<file path="config.mk">
export PLATFORM = sky130hd
export DESIGN_NAME = instruction_fetch_unit
export DESIGN_NICKNAME = d
export VERILOG_FILES = /design/src/rtl/mips_fetch_pkg.sv /design/src/rtl/fetch_output_buffer.sv /design/src/rtl/instruction_fetch_unit.sv
export SDC_FILE = /design/constraint.sdc
export NUM_CORES = 1
export LEC_CHECK = 0
export ABC_AREA = 1
export CAP_MARGIN = 30
export CORE_ASPECT_RATIO = 0.75
export CORE_MARGIN = 4
export CORE_UTILIZATION = 40
export CTS_BUF_LIST = sky130_fd_sc_hd__clkbuf_2 sky130_fd_sc_hd__clkbuf_4 sky130_fd_sc_hd__clkbuf_8
export DETAILED_ROUTE_END_ITERATION = 8
export GPL_ROUTABILITY_DRIVEN = 1
export MAX_ROUTING_LAYER = met4
export PLACE_DENSITY = 0.82
export RECOVER_POWER = 25
export SLEW_MARGIN = 20
export SYNTH_ARGS = -nofsm -noshare
export SYNTH_HDL_FRONTEND = slang
export SYNTH_HIERARCHICAL = 1
export SYNTH_SLANG_ARGS = --single-unit
</file>
<file path="constraint.sdc">
create_clock -name clock -period 1.6 [get_ports clock]
set_input_delay 0.24 -clock clock [delete_from_list [all_inputs] [get_ports clock]]
set_output_delay 0.24 -clock clock [all_outputs]
set_load 0.01 [all_outputs]
</file>
<file path="src/rtl/mips_fetch_pkg.sv">
// Shared types and constants for the instruction fetch unit.
// Holds the fetch FSM state encoding, reset vector default and PC step.
package mips_fetch_pkg;

    typedef enum logic [2:0] {
        ST_BOOT    = 3'd0,
        ST_REQUEST = 3'd1,
        ST_WAIT    = 3'd2,
        ST_DROP    = 3'd3,
        ST_FAULT   = 3'd4
    } fetch_state_e;

    localparam logic [31:0] DEFAULT_RESET_VECTOR = 32'h0000_0000;
    localparam logic [31:0] INSTRUCTION_STEP     = 32'd4;

    function automatic logic is_misaligned(input logic [31:0] addr);
        return (addr[1:0] != 2'b00);
    endfunction

endpackage

</file>
<file path="src/rtl/fetch_output_buffer.sv">
// One-entry holding register between instruction memory and decode.
// Flush wins over load; a load in the same cycle as a consume keeps the entry valid.
module fetch_output_buffer (
    input  logic        clock,
    input  logic        reset_n,
    input  logic        load,
    input  logic        flush,
    input  logic        consume,
    input  logic [31:0] load_data,
    input  logic [31:0] load_pc,
    output logic        instruction_valid,
    output logic [31:0] instruction,
    output logic [31:0] instruction_pc
);

    logic        valid_r;
    logic [31:0] data_r;
    logic [31:0] pc_r;

    // Entry register: flush, load new word, or clear on consume
    always_ff @(posedge clock or negedge reset_n) begin
        if (!reset_n) begin
            valid_r <= 1'b0;
            data_r  <= 32'h0000_0000;
            pc_r    <= 32'h0000_0000;
        end else if (flush) begin
            valid_r <= 1'b0;
        end else if (load) begin
            valid_r <= 1'b1;
            data_r  <= load_data;
            pc_r    <= load_pc;
        end else if (consume && valid_r) begin
            valid_r <= 1'b0;
        end else begin
            valid_r <= valid_r;
        end
    end

    assign instruction_valid = valid_r;
    assign instruction       = data_r;
    assign instruction_pc    = pc_r;

endmodule

</file>
<file path="src/rtl/instruction_fetch_unit.sv">
// Instruction fetch FSM with next-PC mux, single outstanding memory request,
// redirect handling with response drop, and sticky misaligned-fetch fault.
module instruction_fetch_unit
    import mips_fetch_pkg::*;
#(
    parameter logic [31:0] RESET_VECTOR = DEFAULT_RESET_VECTOR
) (
    input  logic        clock,
    input  logic        reset_n,
    input  logic [31:0] instruction_address,
    output logic [31:0] next_instruction_address,
    input  logic        redirect_valid,
    input  logic [31:0] redirect_address,
    output logic        mem_req_valid,
    input  logic        mem_req_ready,
    output logic [31:0] mem_address,
    input  logic        mem_resp_valid,
    input  logic [31:0] mem_resp_data,
    output logic        instruction_valid,
    input  logic        instruction_ready,
    output logic [31:0] instruction,
    output logic [31:0] instruction_pc,
    output logic        fetch_fault
);

    fetch_state_e state_r;
    fetch_state_e state_s;
    logic [31:0]  fetch_pc_r;
    logic         fetch_fault_r;
    logic [31:0]  next_pc_s;
    logic         req_valid_s;
    logic         latch_pc_s;
    logic         buf_load_s;
    logic         buf_flush_s;
    logic         fault_set_s;
    logic         buf_free_s;

    assign buf_free_s = ~instruction_valid | instruction_ready;

    // State register
    always_ff @(posedge clock or negedge reset_n) begin
        if (!reset_n) begin
            state_r <= ST_BOOT;
        end else begin
            state_r <= state_s;
        end
    end

    // Next-state, next-PC mux and buffer control
    always_comb begin
        state_s     = state_r;
        next_pc_s   = instruction_address;
        req_valid_s = 1'b0;
        latch_pc_s  = 1'b0;
        buf_load_s  = 1'b0;
        buf_flush_s = 1'b0;
        fault_set_s = 1'b0;
        case (state_r)
            ST_BOOT: begin
                next_pc_s = RESET_VECTOR;
                state_s   = ST_REQUEST;
            end
            ST_REQUEST: begin
                if (is_misaligned(instruction_address)) begin
                    fault_set_s = 1'b1;
                    buf_flush_s = 1'b1;
                    state_s     = ST_FAULT;
                end else begin
                    req_valid_s = buf_free_s;
                    if (buf_free_s && mem_req_ready) begin
                        latch_pc_s = 1'b1;
                        next_pc_s  = instruction_address + INSTRUCTION_STEP;
                        state_s    = ST_WAIT;
                    end else begin
                        state_s = ST_REQUEST;
                    end
                    // A request accepted alongside a redirect fetches a dead path; drop its response
                    if (redirect_valid) begin
                        next_pc_s   = redirect_address;
                        buf_flush_s = 1'b1;
                        state_s     = latch_pc_s ? ST_DROP : ST_REQUEST;
                    end else begin
                        buf_flush_s = 1'b0;
                    end
                end
            end
            ST_WAIT: begin
                if (redirect_valid) begin
                    next_pc_s   = redirect_address;
                    buf_flush_s = 1'b1;
                    state_s     = mem_resp_valid ? ST_REQUEST : ST_DROP;
                end else if (mem_resp_valid) begin
                    buf_load_s = 1'b1;
                    state_s    = ST_REQUEST;
                end else begin
                    state_s = ST_WAIT;
                end
            end
            ST_DROP: begin
                if (redirect_valid) begin
                    next_pc_s   = redirect_address;
                    buf_flush_s = 1'b1;
                end else begin
                    next_pc_s = instruction_address;
                end
                if (mem_resp_valid) begin
                    state_s = ST_REQUEST;
                end else begin
                    state_s = ST_DROP;
                end
            end
            ST_FAULT: begin
                buf_flush_s = 1'b1;
                state_s     = ST_FAULT;
            end
            default: begin
                state_s = ST_BOOT;
            end
        endcase
    end

    // Fetch address of the outstanding request
    always_ff @(posedge clock or negedge reset_n) begin
        if (!reset_n) begin
            fetch_pc_r <= 32'h0000_0000;
        end else if (latch_pc_s) begin
            fetch_pc_r <= instruction_address;
        end else begin
            fetch_pc_r <= fetch_pc_r;
        end
    end

    // Sticky fault flag, cleared only by reset
    always_ff @(posedge clock or negedge reset_n) begin
        if (!reset_n) begin
            fetch_fault_r <= 1'b0;
        end else if (fault_set_s) begin
            fetch_fault_r <= 1'b1;
        end else begin
            fetch_fault_r <= fetch_fault_r;
        end
    end

    fetch_output_buffer u_buffer (
        .clock             (clock),
        .reset_n           (reset_n),
        .load              (buf_load_s),
        .flush             (buf_flush_s),
        .consume           (instruction_ready),
        .load_data         (mem_resp_data),
        .load_pc           (fetch_pc_r),
        .instruction_valid (instruction_valid),
        .instruction       (instruction),
        .instruction_pc    (instruction_pc)
    );

    assign next_instruction_address = next_pc_s;
    assign mem_req_valid            = req_valid_s;
    assign mem_address              = instruction_address;
    assign fetch_fault              = fetch_fault_r;

endmodule
</file>
## Word-level counts from Yosys, hierarchy flattened

Index checks and enable logic that the tools add are counted.

| cells by class | value |
|---|---|
| add/subtract/negate cells | 1 |
| $mul | 0 |
| div/mod/pow operators | 0 |
| magnitude comparators | 0 |
| equality and inequality tests | 4 |
| shift-type cells | 0 |
| mux-type cells | 31 |
| bitwise operators | 3 |
| reduce and logical (&&, ||, !) cells | 7 |

Operators by type and width:

| kind | count |
|---|---|
| 2-to-1 mux 32 bit | 4 |
| one-hot mux 32 bit (3 select lines) | 1 |
| adder 32 x 3 -> 32 bit (second input constant) | 1 |
| 2-to-1 mux 1 bit | 17 |
| one-hot mux 3 bit (5 select lines) | 1 |
| 2-to-1 mux 2 bit | 5 |
| equality test 3 x 2 -> 1 bit (second input constant) | 2 |
| 2-to-1 mux 3 bit | 2 |
| equality test 3 x 1 -> 1 bit (second input constant) | 1 |
| equality test 3 bit (second input constant) | 1 |
| logical NOT 3 bit | 1 |
| one-hot mux 1 bit (3 select lines) | 1 |
| nonzero test 3 bit | 1 |
| logical AND 1 bit | 2 |
| NOT 1 bit | 2 |
| AND reduction 2 bit | 1 |
| nonzero test 2 bit | 1 |
| OR reduction 2 bit | 1 |
| OR 1 bit | 1 |

| storage, ports and cells | value |
|---|---|
| bits in registers | 101 |
| latch bits | 0 |
| RAM bits | 0 |
| ROM bits | 0 |
| input port bits | 102 |
| output and inout bits | 131 |
| logic and storage cells | 52 |
| memories | 0 |

## Logic depth before layout (Yosys ltp)

Gate-level depths: netlist of the first run.

| logic depth | value |
|---|---|
| depth after elaboration | 10 |
| mapped depth | 12 |
| depth with buffers taken out | 10 |

## Hierarchy

The synthesis of the first run kept the hierarchy.

By module, submodules not included:

| module | times used | cells each | area each (um2) | sequential area each (um2) |
|---|---|---|---|---|
| instruction_fetch_unit | 1 | 627 | 3801.1 | 900.9 |
| fetch_output_buffer | 1 | 283 | 2602.5 | 1626.6 |

## Worst setup path before layout of the first run

Ideal clock, no wire load.

| path | value |
|---|---|
| kind | register to register |
| start point | reg state_r[2] |
| end point | reg u_buffer.data_r[0], in the netlist u_buffer/instruction[0] |
| setup time | 0.117 ns |
| arrival | 1.595 ns |
| data required time | 1.483 ns |
| path slack | -0.111 ns |
| cell stages (with the launch flop) | 12 |
| path buffers | 3 |
| clock period less this slack | 1.711 ns |
| cells stage by stage | dfrtp_1 -> buf_2 -> inv_2 -> nand3_4 -> nor2_2 -> inv_1 -> nand3_1 -> inv_2 -> buf_4 -> buf_4 -> nand3_1 -> nand2_1 |

| on the way | value |
|---|---|
| longest elaborated chain between the ends | 5 |
| elaborated cells between the ends (all ways) | 9 |
| those cells by class | 4 x eq/ne; 2 x mux; 1 x bitwise; 2 x reduce/logical |

Ends and longest elaborated chain:

| element | line | text |
|---|---|---|
| start: declaration | instruction_fetch_unit.sv:26 | `fetch_state_e state_r;` |
| start signal: assignment | instruction_fetch_unit.sv:45 | `state_r <= state_s;` |
| equality test 3 x 2 -> 1 bit | instruction_fetch_unit.sv:58 | `case (state_r)` |
| OR reduction 2 bit (no source line) | -- |  |
| one-hot mux 1 bit (3 select lines) (*) | instruction_fetch_unit.sv:58 |  |
| net buf_flush_s | instruction_fetch_unit.sv:34 | `logic buf_flush_s;` |
| NOT 1 bit (no source line) (*) | -- |  |
| AND reduction 2 bit (no source line) (*) | -- |  |
| end signal: assignment | fetch_output_buffer.sv:30 | `data_r <= load_data;` |
| end: declaration | fetch_output_buffer.sv:17 | `logic [31:0] data_r;` |

The timed path passes the listed nets; every way through them passes the cells marked *.
A chain may end at the register's enable or synchronous reset.

## Final worst setup path of the first run

| path | value |
|---|---|
| start point | in mem_req_ready |
| end point | out next_instruction_address[28] |

| on the way | value |
|---|---|
| longest elaborated chain between the ends | 5 |

Ends and longest elaborated chain:

| element | line | text |
|---|---|---|
| start: declaration | instruction_fetch_unit.sv:15 | `input logic mem_req_ready,` |
| logical AND 1 bit | instruction_fetch_unit.sv:70 | `if (buf_free_s && mem_req_ready) begin` |
| 2-to-1 mux 32 bit | instruction_fetch_unit.sv:70 |  |
| 2-to-1 mux 32 bit | instruction_fetch_unit.sv:78 | `if (redirect_valid) begin` |
| 2-to-1 mux 32 bit | instruction_fetch_unit.sv:64 | `if (is_misaligned(instruction_address)) begin` |
| one-hot mux 32 bit (3 select lines) | instruction_fetch_unit.sv:58 |  |
| end: declaration | instruction_fetch_unit.sv:11 | `output logic [31:0] next_instruction_address,` |

Every way passes these cells.

==> results of run 1 <==
[critical path: cells and delay by family]
kind            cells  cell delay (ps)
compound gates      1              160
buf+inv             5             1130
simple gates        7              600
[logic make-up (layout without fill, tap and decap cells)]
logic type	after synthesis	in the layout
adders and majority gates	1	1
and+or+nand+nor	535	538
DFF	101	101
muxes	1	1
AOI/OAI and AO/OA	137	137
buffers and inverters	135	524
[cells in the final DEF, fill, tap and decap left out, drive strengths merged, types with 2 or more instances in the layout]
master	instances
dlygate4sd2	33
a31oi	4
nand3	129
a21oi	36
inv	58
nand2	333
nor3	7
dfrtp	101
o21ai	85
clkdlybuf4s15	2
nor2	55
o211ai	7
a22oi	3
nand4	11
clkbuf	14
clkinv	6
buf	249
clkdlybuf4s50	123
dlymetal6s2s	38
[power by group]
group	total, µW	internal [µW]	leakage (µW)	switching (µW)
registers	4090	3340	0.00135	751
clock network	1680	606	0.0000989	1070
logic	9250	4540	0.00480	4710
[cell usage after synthesis, types with 3 or more instances]
master    instances
o21ai_0          78
o21ai_1           7
o211ai_1          7
nand3_1         126
buf_4            50
nor3_1            7
nor2_4            7
nand4_1          11
dfrtp_1         101
inv_1            51
a21oi_1          35
buf_2            13
nand2_1         328
a31oi_1           4
a22oi_1           3
clkbuf_1          6
clkbuf_8          5
inv_2             6
nor2_2            4
nor2_1           42
[registers in the layout, summed over array words and instances, names as in the netlist]
signal,count
fetch_fault,1
u_buffer/instruction,32
u_buffer/instruction_valid,1
state_r,3
u_buffer/instruction_pc,32
fetch_pc_r,32
[worst max path at each step]
stage / start / end / slack, ps / cells past startpoint
3_5_place_dp: instruction_address[2] / next_instruction_address[22] / -1150 / 11
2_1_floorplan: state_r[2]$_DFF_PN0_ / u_buffer/instruction[0]$_DFFE_PN0P_ / -10 / 11
3_3_place_gp: instruction_address[2] / next_instruction_address[28] / -1130 / 12
4_1_cts: u_buffer/instruction_valid$_DFFE_PN0P_ / next_instruction_address[19] / -620 / 11
5_1_grt: mem_req_ready / next_instruction_address[24] / -850 / 13
6_report: mem_req_ready / next_instruction_address[28] / -770 / 13
[cell type report]
cell class,count,share of cell area
Timing Repair Buffer,451,0.3786
Sequential cell,101,0.2065
Tap cell,205,0.02093
Multi-Input combinational cell,677,0.3586
Clock buffer,9,0.01011
Clock inverter,7,0.005514
Inverter,57,0.01971
[timing repair]
action / 4_1_cts / 5_1_grt
buffers inserted: 42 / 27
setup endpoints to repair: 140 / 166
pin swaps: 70 / 78
cloned: 25 / 6
resized for setup: 424 / 223
hold endpoints to repair: 12 / 0
hold buffers: 1 / 0
[stage by stage]
step | area (µm²) | TNS, ps | std cells | hold WS (ps)
finish | 12250 | -44900 | 1507 | 200.4
global route | 12250 | -50740 | 1507 | 210.9
CTS | 11520 | -40580 | 1490 | 250.2
detailed placement | 9659 | -75230 | 1408 | 128.9
global placement | 9659 | -72810 | 1408 | 125.6
floorplan | 6442 | -398.9 | 910 | -55.59
[routing by layer]
metal	vias up	global-route usage	share of wire
met3	135	0.07203	0.10
met5	-	-	0
met4	0	0.07887	0.047
met2	624	0.5194	0.48
li1	3752	-	-
met1	4044	0.4153	0.37
==> summary.md, run 1 <==
| Metric | Value |
|---|---|
| Outcome | finished with violations |
| Failing checks | negative setup slack |
| All-Layer GR Usage | 0.3224 |
| Synth Cell Area | 6404 µm² |
| End of the worst register-to-register path | u_buffer/instruction[28]$_DFFE_PN0P_ |
| Ys flop type | dfrtp_1 |
| Port bufs | 232 |
| Worst Max-Slew Pin Slew | 998.9 ps |
| Async set-or-reset flop fraction in the synthesized netlist | 1.000 |
| CTS tree | yes |
| Clk root buf | clkbuf_8 |
| Hold Crit Class | primary input to register |
| Cells after Synth | 910 |
| Unrepaired setup endpoints after global routing | true |
| Clock sink count | 101 |
| Crit-path max FO | 7 |
| Cell accounting for the most synthesized area | dfrtp_1 |
| Post-Route WL | 33.05 mm |
| CP max-delay cell | clkdlybuf4s50_1 |
| Antenna viol nets, final | 0 |
| Yosys cell types | 36 |
| Hold EP | u_buffer/instruction_valid$_DFFE_PN0P_ |
| Leak pwr | 0.006249 µW |
| H-tree depth | 3 |
| Nets | 1400 |
| WS Path Type | primary input to primary output |
| Main combinational cell family by area after synthesis | simple AND/OR/NAND/NOR gates |
| GP Congestion | 0.9409 |
| Die W | 154.1 µm |
| Most numerous cell on the critical path | nand2_1 |
| Vias per cell | 5.677 |
| Hold Path Depth | 4 |
| Crit Reg-Reg Startpoint | state_r[2]$_DFF_PN0_ |
| Number of global-route vias before repair | 8232 |
| Setup crit end kind | primary output |
| Vias | 8555 |
| Maximum clock insertion buffer count | 2 |
| Slew Limit Fails | 0 |
| Setup violators final | 130 |
| Pre-antenna DRT Iters | 5 |
| Maximum vdd drop | 612.0 µV |
| Adder-cell share of the synthesized area | 0.001954 |
| Multiplexer area fraction after synthesis | 0.001563 |
| Final Cycle Share | 1.482 |
| Drt initial violations | 917 |
| First-pass GRT wire length | 45.52 mm |
| DR WL/cell | 21.93 µm |
| Reg2Reg Setup Slack | -420 ps |
| Antenna violations before repair | 0 |
| Ant. Diodes | 0 |
| Yosys reg bits | 101 |
| DP Worst Slack | -1154 ps |
| GRT Residual Overflow | 0 |
| Synth Area in Compound Gates | 0.1147 |
| Slew margin rel. | 0.3340 |
| Final worst slack | -771.3 ps |
| HPWL Detailed | 18.19 mm |
| Clk slew on worst S/H paths | 120 ps |
| Hold Violations, Final | 0 |
| Seq/Total Area, Yosys | 0.3947 |
| Mapped Avg Cell Area | 7.037 µm² |
| Skew final | 16.34 ps |
| Tmin final | 2371 ps |
| Mapped Nets | 1013 |
| Critical Path AT | 2130 ps |
| CTS Buf Count | 9 |
| Worst R2R Path Depth | 13 |
| Synth Area in Simple Gates | 0.3644 |
| Fillers | 946 |
| Initial Utilization | 0.4140 |
| Core Region | 15470 µm² |
| Achievable Freq | 421.7 MHz |
| P per Cell Area | 1226 nW/µm² |
| Largest net degree at the start of global routing | 52 |
| Synth Warn # | 6 |
| Top post-synthesis cells by area | dfrtp_1 39%, nand2_1 19%, nand3_1 9.8% |
| Xor/xnor share of the synthesized area | 0 |
| Num ports | 233 |
| CP Data Required Time | 1360 ps |
| Footprint of the multi-input gates | 4394 µm² |
| Post-synth EDFFs | 0 |
| Row cnt | 39 |
| Tot Pwr | 15020 µW |
| Ratio of cells with drive above 1 in the final layout | 0.4147 |
| Yosys top cell area share | 0.3947 |
| Crit path launch type | primary input |
| Max-cap violation count | 0 |
| Die height | 117.6 µm |
| Register area | 2530 µm² |
| Clk_lat worst skew | 390 ps |
| Crit-path cells | clkdlybuf4s50_1 -> inv_1 -> a21oi_4 -> buf_12 -> buf_4 -> nand3_4 -> nor2_4 -> nand2_1 -> nand2_1 -> nand3_1 -> nand2_1 -> nand3_1 -> buf_2 |
| DRC viols | 0 |
| Fin util | 0.7921 |
| Slowest stage delay, CP | 590 ps |
| P&R area growth vs syn | 91.34% |
| Die ar. | 18120 µm² |
| Hold path start | instruction_ready |
No activity file was read; power rests on OpenSTA's default activity.
==> inputs of run 2 (changes only) <==
--- a/config.mk
+++ b/config.mk
@@ -16,6 +16,7 @@
 export MAX_ROUTING_LAYER = met4
 export PLACE_DENSITY = 0.82
 export RECOVER_POWER = 25
+export SKIP_LAST_GASP = 1
 export SLEW_MARGIN = 20
 export SYNTH_ARGS = -nofsm -noshare
 export SYNTH_HDL_FRONTEND = slang
==> summary.md, run 2 (synthesis gave the netlist of run 1 again) <==
| Metric | Value |
|---|---|
| Outcome | finished with violations |
| Failing checks | negative setup slack |
| Crit path launch type | register |
| Cell class contributing the biggest share of worst-path delay | simple AND/OR/NAND/NOR gates |
| End of the worst register-to-register path | u_buffer/instruction[21]$_DFFE_PN0P_ |
| CTS Buf Count | 9 (unchanged) |
| Number of global-route vias before repair | 8326 (+1.1%) |
| GRT Residual Overflow | 0 (unchanged) |
| Fillers | 938 (-0.85%) |
| Die W | 154.1 µm (unchanged) |
| CTS tree | yes |
| Setup violators final | 125 (-3.8%) |
| Leak pwr | 0.006102 µW (-2.3%) |
| Clock sink count | 101 (unchanged) |
| Antenna violations before repair | 0 (unchanged) |
| DP Worst Slack | -1154 ps (unchanged) |
| Clk slew on worst S/H paths | 110 ps (about the same) |
| Post-Route WL | 32.28 mm (-2.3%) |
| Hold Crit Class | primary input to register |
| Clk_lat worst skew | 390 ps (about the same) |
| Final worst slack | -671.1 ps (+100.2 ps) |
| Crit. Startpoint | u_buffer/instruction_valid$_DFFE_PN0P_ |
| CP Data Required Time | 1360 ps (about the same) |
| Unrepaired setup endpoints after global routing | true |
| Slew Limit Fails | 0 (unchanged) |
| Initial Utilization | 0.4140 (unchanged) |
| Hold EP | fetch_pc_r[2]$_DFFE_PN0P_ |
| CP max-delay cell | dfrtp_2 |
| WP buf/inv | 3 (-2) |
| Slew margin rel. | 0.3320 (-0.002086) |
| Antenna viol nets, final | 0 (unchanged) |
| Hold_ws | 424.2 ps (+223.8 ps) |
| Max-cap violation count | 0 (unchanged) |
| Crit-path max FO | 7 (unchanged) |
| First-pass GRT wire length | 45.44 mm (-0.17%) |
| Skew final | 15.16 ps (-1.179 ps) |
| HPWL Detailed | 18.19 mm (unchanged) |
| Clk root buf | clkbuf_8 |
| Hold path start | instruction_address[2] |
| P per Cell Area | 1236 nW/µm² (+0.84%) |
| WS Path Type | register to primary output |
| Vias | 8474 (-0.95%) |
| Worst R2R Path Depth | 13 (unchanged) |
| GP Congestion | 0.9409 (unchanged) |
| Slowest stage delay, CP | 460 ps (-130 ps) |
| Hold Violations, Final | 0 (unchanged) |
| Nets | 1396 (-0.29%) |
| Register area | 2530 µm² (unchanged) |
| Pre-antenna DRT Iters | 5 (unchanged) |
| Hold Path Depth | 4 (unchanged) |
| Die height | 117.6 µm (unchanged) |
| DRC viols | 0 (unchanged) |
| Tot Pwr | 15200 µW (+1.2%) |
| Commonest non-fill, non-tap cells in the layout | 192 x nand2_1, 145 x buf_4, 134 x clkdlybuf4s50_1, 99 x dfrtp_1, 76 x nand2_2 |
| Ant. Diodes | 0 (unchanged) |
| Num ports | 233 (unchanged) |
| P&R area growth vs syn | 92.03% |
| Achievable Freq | 440.3 MHz (+4.4%) |
| Commonest non-fill, non-tap cell in the layout | nand2_1 |
| All-Layer GR Usage | 0.3228 (+0.0003919) |
| Setup crit end kind | primary output |
| Core Region | 15470 µm² (unchanged) |
| Drt initial violations | 869 (-5.2%) |
| Final Cycle Share | 1.419 (-0.06263) |
| Footprint of the multi-input gates | 4503 µm² (+2.5%) |
| Maximum clock insertion buffer count | 2 (unchanged) |
| Maximum vdd drop | 697.9 µV (+14%) |
| Worst Max-Slew Pin Slew | 1002 ps (+3.129 ps) |
| Reg2Reg Setup Slack | -330 ps (+90 ps) |
| Die ar. | 18120 µm² (unchanged) |
| Tmin final | 2271 ps (-100.2 ps) |
| DR WL/cell | 21.48 µm (-2.1%) |
| Most numerous cell on the critical path | nand2_1 |
| H-tree depth | 3 (unchanged) |
| Port bufs | 232 (unchanged) |
| Ratio of cells with drive above 1 in the final layout | 0.4253 (+0.01052) |
| Critical Path AT | 2030 ps (-100 ps) |
| Largest net degree at the start of global routing | 52 (unchanged) |
| Vias per cell | 5.638 (-0.68%) |
| Crit Reg-Reg Startpoint | state_r[2]$_DFF_PN0_ |
| Row cnt | 39 (unchanged) |
| Fin util | 0.7950 (+0.002831) |
| Crit-path cells | a21oi_4 -> buf_12 -> buf_4 -> nand3_4 -> nor2_4 -> nand2_1 -> nand2_1 -> nand3_1 -> nand2_1 -> nand3_1 -> buf_2 |
-- run 2: cell types whose count changed in the layout (fill, tap and decap cells not counted), sizes merged --
cell	previous run	this run
buf	249	245
dlymetal6s2s	38	29
clkdlybuf4s50	123	134
dlygate4sd2	33	31
-- run 2: worst max-delay path by stage --
stage | end | slack (ps) | cells past startpoint
final | next_instruction_address[24] | -670 | 11
after global placement | next_instruction_address[28] | -1130 | 12
after global routing | next_instruction_address[25] | -770 | 11
after detailed placement | next_instruction_address[22] | -1150 | 11
after CTS | next_instruction_address[19] | -620 | 11
after floorplan | u_buffer/instruction[0]$_DFFE_PN0P_ | -10 | 11
-- run 2: per-stage QoR --
step	instance area (µm²)	setup TNS [ps]	instances
after floorplan	6442	-398.9	910
after global placement	9659	-72810	1408
after detailed placement	9659	-75230	1408
after CTS	11440	-40900	1490
after global routing	12300	-42140	1503
final	12300	-36850	1503
-- run 2: area by class of cell --
cell class / instances / area share
sequential: 101 / 0.2057
clock inverter: 7 / 0.005495
tap: 205 / 0.02086
inverter: 57 / 0.01964
clock buffer: 9 / 0.01007
multi-input combinational: 677 / 0.3662
timing repair buffer: 447 / 0.3720
-- run 2: worst register-to-register path: cells and delay by family (launching register included) --
kind	cells	cell delay (ps)
AND/OR/NAND/NOR	4	420
buffers and inverters	8	890
flip-flops	1	420
AO/OA/AOI/OAI	1	140
-- run 2: repair_timing --
action                                 in CTS  in global routing
endpoints found under the hold margin      12                  0
gates cloned                               25                  6
pin swaps                                  69                 70
hold buffers                                1                  0
gates resized for setup                   383                287
buffers inserted                           42                 29
setup endpoints to repair                 140                170
-- run 2: power by group --
group	switching, µW	internal, µW	leakage, µW
logic	4640	4690	0.00466
clock network	1060	606	0.0000989
registers	855	3340	0.00135
-- run 2: per-layer routing --
layer	part of all wire	track usage
met4	0.042	0.09487
met1	0.38	0.4036
met3	0.099	0.07607
met5	0	-
met2	0.48	0.5237
==> inputs of run 3 (changes only) <==
--- a/config.mk
+++ b/config.mk
@@ -22,3 +22,4 @@
 export SYNTH_HDL_FRONTEND = slang
 export SYNTH_HIERARCHICAL = 1
 export SYNTH_SLANG_ARGS = --single-unit
+export TNS_END_PERCENT = 5
==> summary.md, run 3 (synthesis gave the netlist of run 1 again) <==
| Metric | Value |
|---|---|
| Cell class contributing the biggest share of worst-path delay | buffers and inverters |
| Pre-antenna DRT Iters | 6 (+1) |
| CTS tree | yes |
| Achievable Freq | 433.6 MHz (-1.5%) |
| GP Congestion | 0.9943 (+5.7%) |
| Die W | 154.1 µm (unchanged) |
| Max-cap violation count | 0 (unchanged) |
| Commonest non-fill, non-tap cells in the layout | 310 x nand2_1, 182 x clkdlybuf4s50_1, 146 x buf_4, 117 x nand3_1, 99 x dfrtp_1 |
| Vias | 7554 (-11%) |
| Clock sink count | 101 (unchanged) |
| Die ar. | 18120 µm² (unchanged) |
| Maximum vdd drop | 620.4 µV (-11%) |
| Worst R2R Path Depth | 8 (-5) |
| Num ports | 233 (unchanged) |
| Hold path start | mem_resp_data[18] |
| Cells after DPL | 1411 (+0.21%) |
| DRC viols | 0 (unchanged) |
| Clk_lat worst skew | 370 ps (-20 ps) |
| Final worst slack | -706.3 ps (-35.18 ps) |
| Fin cells | 1451 (-3.5%) |
| Crit-path cells | clkdlybuf4s50_1 -> inv_2 -> a21oi_4 -> buf_12 -> buf_6 -> nand2_4 -> nor2_4 -> buf_6 -> nand4_1 -> nand3_2 -> nand2_1 -> nand3_1 -> buf_2 |
| Antenna violations before repair | 0 (unchanged) |
| Fillers | 1330 (+42%) |
| Slew Limit Fails | 0 (unchanged) |
| First-pass GRT wire length | 38.71 mm (-15%) |
| Ant. Diodes | 0 (unchanged) |
| Nets | 1344 (-3.7%) |
| Setup TNS | -43110 ps (-6259 ps) |
| Fin util | 0.6592 (-0.1357) |
| HPWL Detailed | 18.07 mm (-0.63%) |
| Critical Path AT | 2070 ps (+40 ps) |
| Skew final | 11.01 ps (-4.156 ps) |
| Largest net degree at the start of global routing | 45 (-13%) |
| Ratio of cells with drive above 1 in the final layout | 0.2279 (-0.1973) |
| Row cnt | 39 (unchanged) |
| Outcome | finished with violations |
| All-Layer GR Usage | 0.2674 (-0.05547) |
| Failing checks | negative setup slack |
| P&R area growth vs syn | 59.24% |
| CTS Buf Count | 9 (unchanged) |
| WP buf/inv | 6 (+3) |
| Unrepaired setup endpoints after global routing | true |
| Final Cycle Share | 1.441 (+0.02199) |
| H-tree depth | 3 (unchanged) |
| P per Cell Area | 1091 nW/µm² (-12%) |
| CP max-delay cell | clkdlybuf4s50_1 |
| Reg2Reg Setup Slack | -360 ps (-30 ps) |
| Hold EP | u_buffer/instruction[18]$_DFFE_PN0P_ |
| Leak pwr | 0.004987 µW (-18%) |
| Hold Path Depth | 3 (-1) |
| Slowest stage delay, CP | 500 ps (+40 ps) |
| Antenna viol nets, final | 0 (unchanged) |
| CP Data Required Time | 1360 ps (about the same) |
| Vias per cell | 5.206 (-7.7%) |
| Port bufs | 232 (unchanged) |
| Hold Violations, Final | 0 (unchanged) |
| Tmin final | 2306 ps (+35.18 ps) |
| Setup violators final | 133 (+6.4%) |
| GRT Residual Overflow | 0 (unchanged) |
| Hold_ws | 415.5 ps (-8.709 ps) |
| Maximum clock insertion buffer count | 2 (unchanged) |
| DR WL/cell | 16.71 µm (-22%) |
| Core Region | 15470 µm² (unchanged) |
| Post-Route WL | 24.25 mm (-25%) |
| Commonest non-fill, non-tap cell in the layout | nand2_1 |
| Worst Max-Slew Pin Slew | 940.9 ps (-61.18 ps) |
| Hold Crit Class | primary input to register |
| End of the worst register-to-register path | u_buffer/instruction_pc[4]$_DFFE_PN0P_ |
| Initial Utilization | 0.4140 (unchanged) |
| Crit-path max FO | 6 (-1) |
| Slew margin rel. | 0.3727 (+0.04079) |
| Clk slew on worst S/H paths | 100 ps (about the same) |
| Crit Reg-Reg Startpoint | state_r[2]$_DFF_PN0_ |
| WS Path Type | primary input to primary output |
| Clk root buf | clkbuf_8 |
| Number of global-route vias before repair | 7394 (-11%) |
| Drt initial violations | 690 (-21%) |
| Die height | 117.6 µm (unchanged) |
| Crit path launch type | primary input |
| Most numerous cell on the critical path | buf_6 |
| Setup crit end kind | primary output |
run 3: changes by cell type in the layout (fill, tap and decap cells not counted), moves of 12 or more:
cell             previous run  this run
nand2_2                    76        17
nand2_4                    60         3
o21ai_0                    41        74
nand3_4                    18         3
dlymetal6s2s_1             29         6
o21ai_1                    22         9
buf_2                      30        18
buf_6                      22         8
nand3_1                    62       117
o21ai_2                    20         2
clkdlybuf4s50_1           134       182
nand3_2                    49         9
buf_12                     35        12
nand2_1                   192       310
run 3: cell type report:
class	instances	area [µm²]	area share
clock buffers	10	131.4	0.01288
clock inverters	6	57.56	0.005644
inverters	57	221.5	0.02172
multi-input cells	674	3361	0.3296
flip-flops and latches	101	2530	0.2481
well taps	205	256.5	0.02515
repair buffers	398	3640	0.3569
run 3: how the worst max path moves through the flow:
stage,start,end,slack [ps],cells after the start
after CTS,u_buffer/instruction_valid$_DFFE_PN0P_,next_instruction_address[27],-670,11
after floorplan,u_buffer/instruction_valid$_DFFE_PN0P_,next_instruction_address[16],-20,8
after detailed placement,instruction_address[2],next_instruction_address[28],-1160,11
after global routing,u_buffer/instruction_valid$_DFFE_PN0P_,next_instruction_address[27],-800,11
after global placement,instruction_address[2],next_instruction_address[24],-1160,11
final,instruction_ready,next_instruction_address[27],-710,13
run 3: metrics by stage:
step	worst slack [ps]	instance area [µm²]	total power [µW]
3_3_place_gp	-1158	9656	9701
6_report	-706.3	10200	11130
2_1_floorplan	-16.28	6437	6595
5_1_grt	-797.5	10200	11890
4_1_cts	-665.8	10120	11130
3_5_place_dp	-1162	9656	9790
run 3: repair_timing:
action	in CTS	in global routing
setup endpoints to repair	136	160
pin swaps	27	15
resized for setup	158	28
hold endpoints to repair	33	0
hold buffers	1	0
setup buffers	21	4
run 3: routing by layer:
metal  wire, µm  GRT usage  vias to the layer above
met2      10780     0.3945                      394
met5          0          -                        -
met3       2226    0.05366                       54
met4        620    0.08218                        0
li1           -          -                     3616
met1      10630     0.3719                     3490
run 3: where the power goes:
| part | leakage (µW) | switching [µW] | internal [µW] |
|---|---|---|---|
| Sequential | 0.00135 | 463 | 3340 |
| Combinational | 0.00355 | 3090 | 2670 |
| Clock | 0.0000897 | 954 | 610 |
run 3: worst min-delay path: stages:
cell             delay, ps
clkdlybuf4s50_1        390
nand3_1                 80
nand2_1                 50
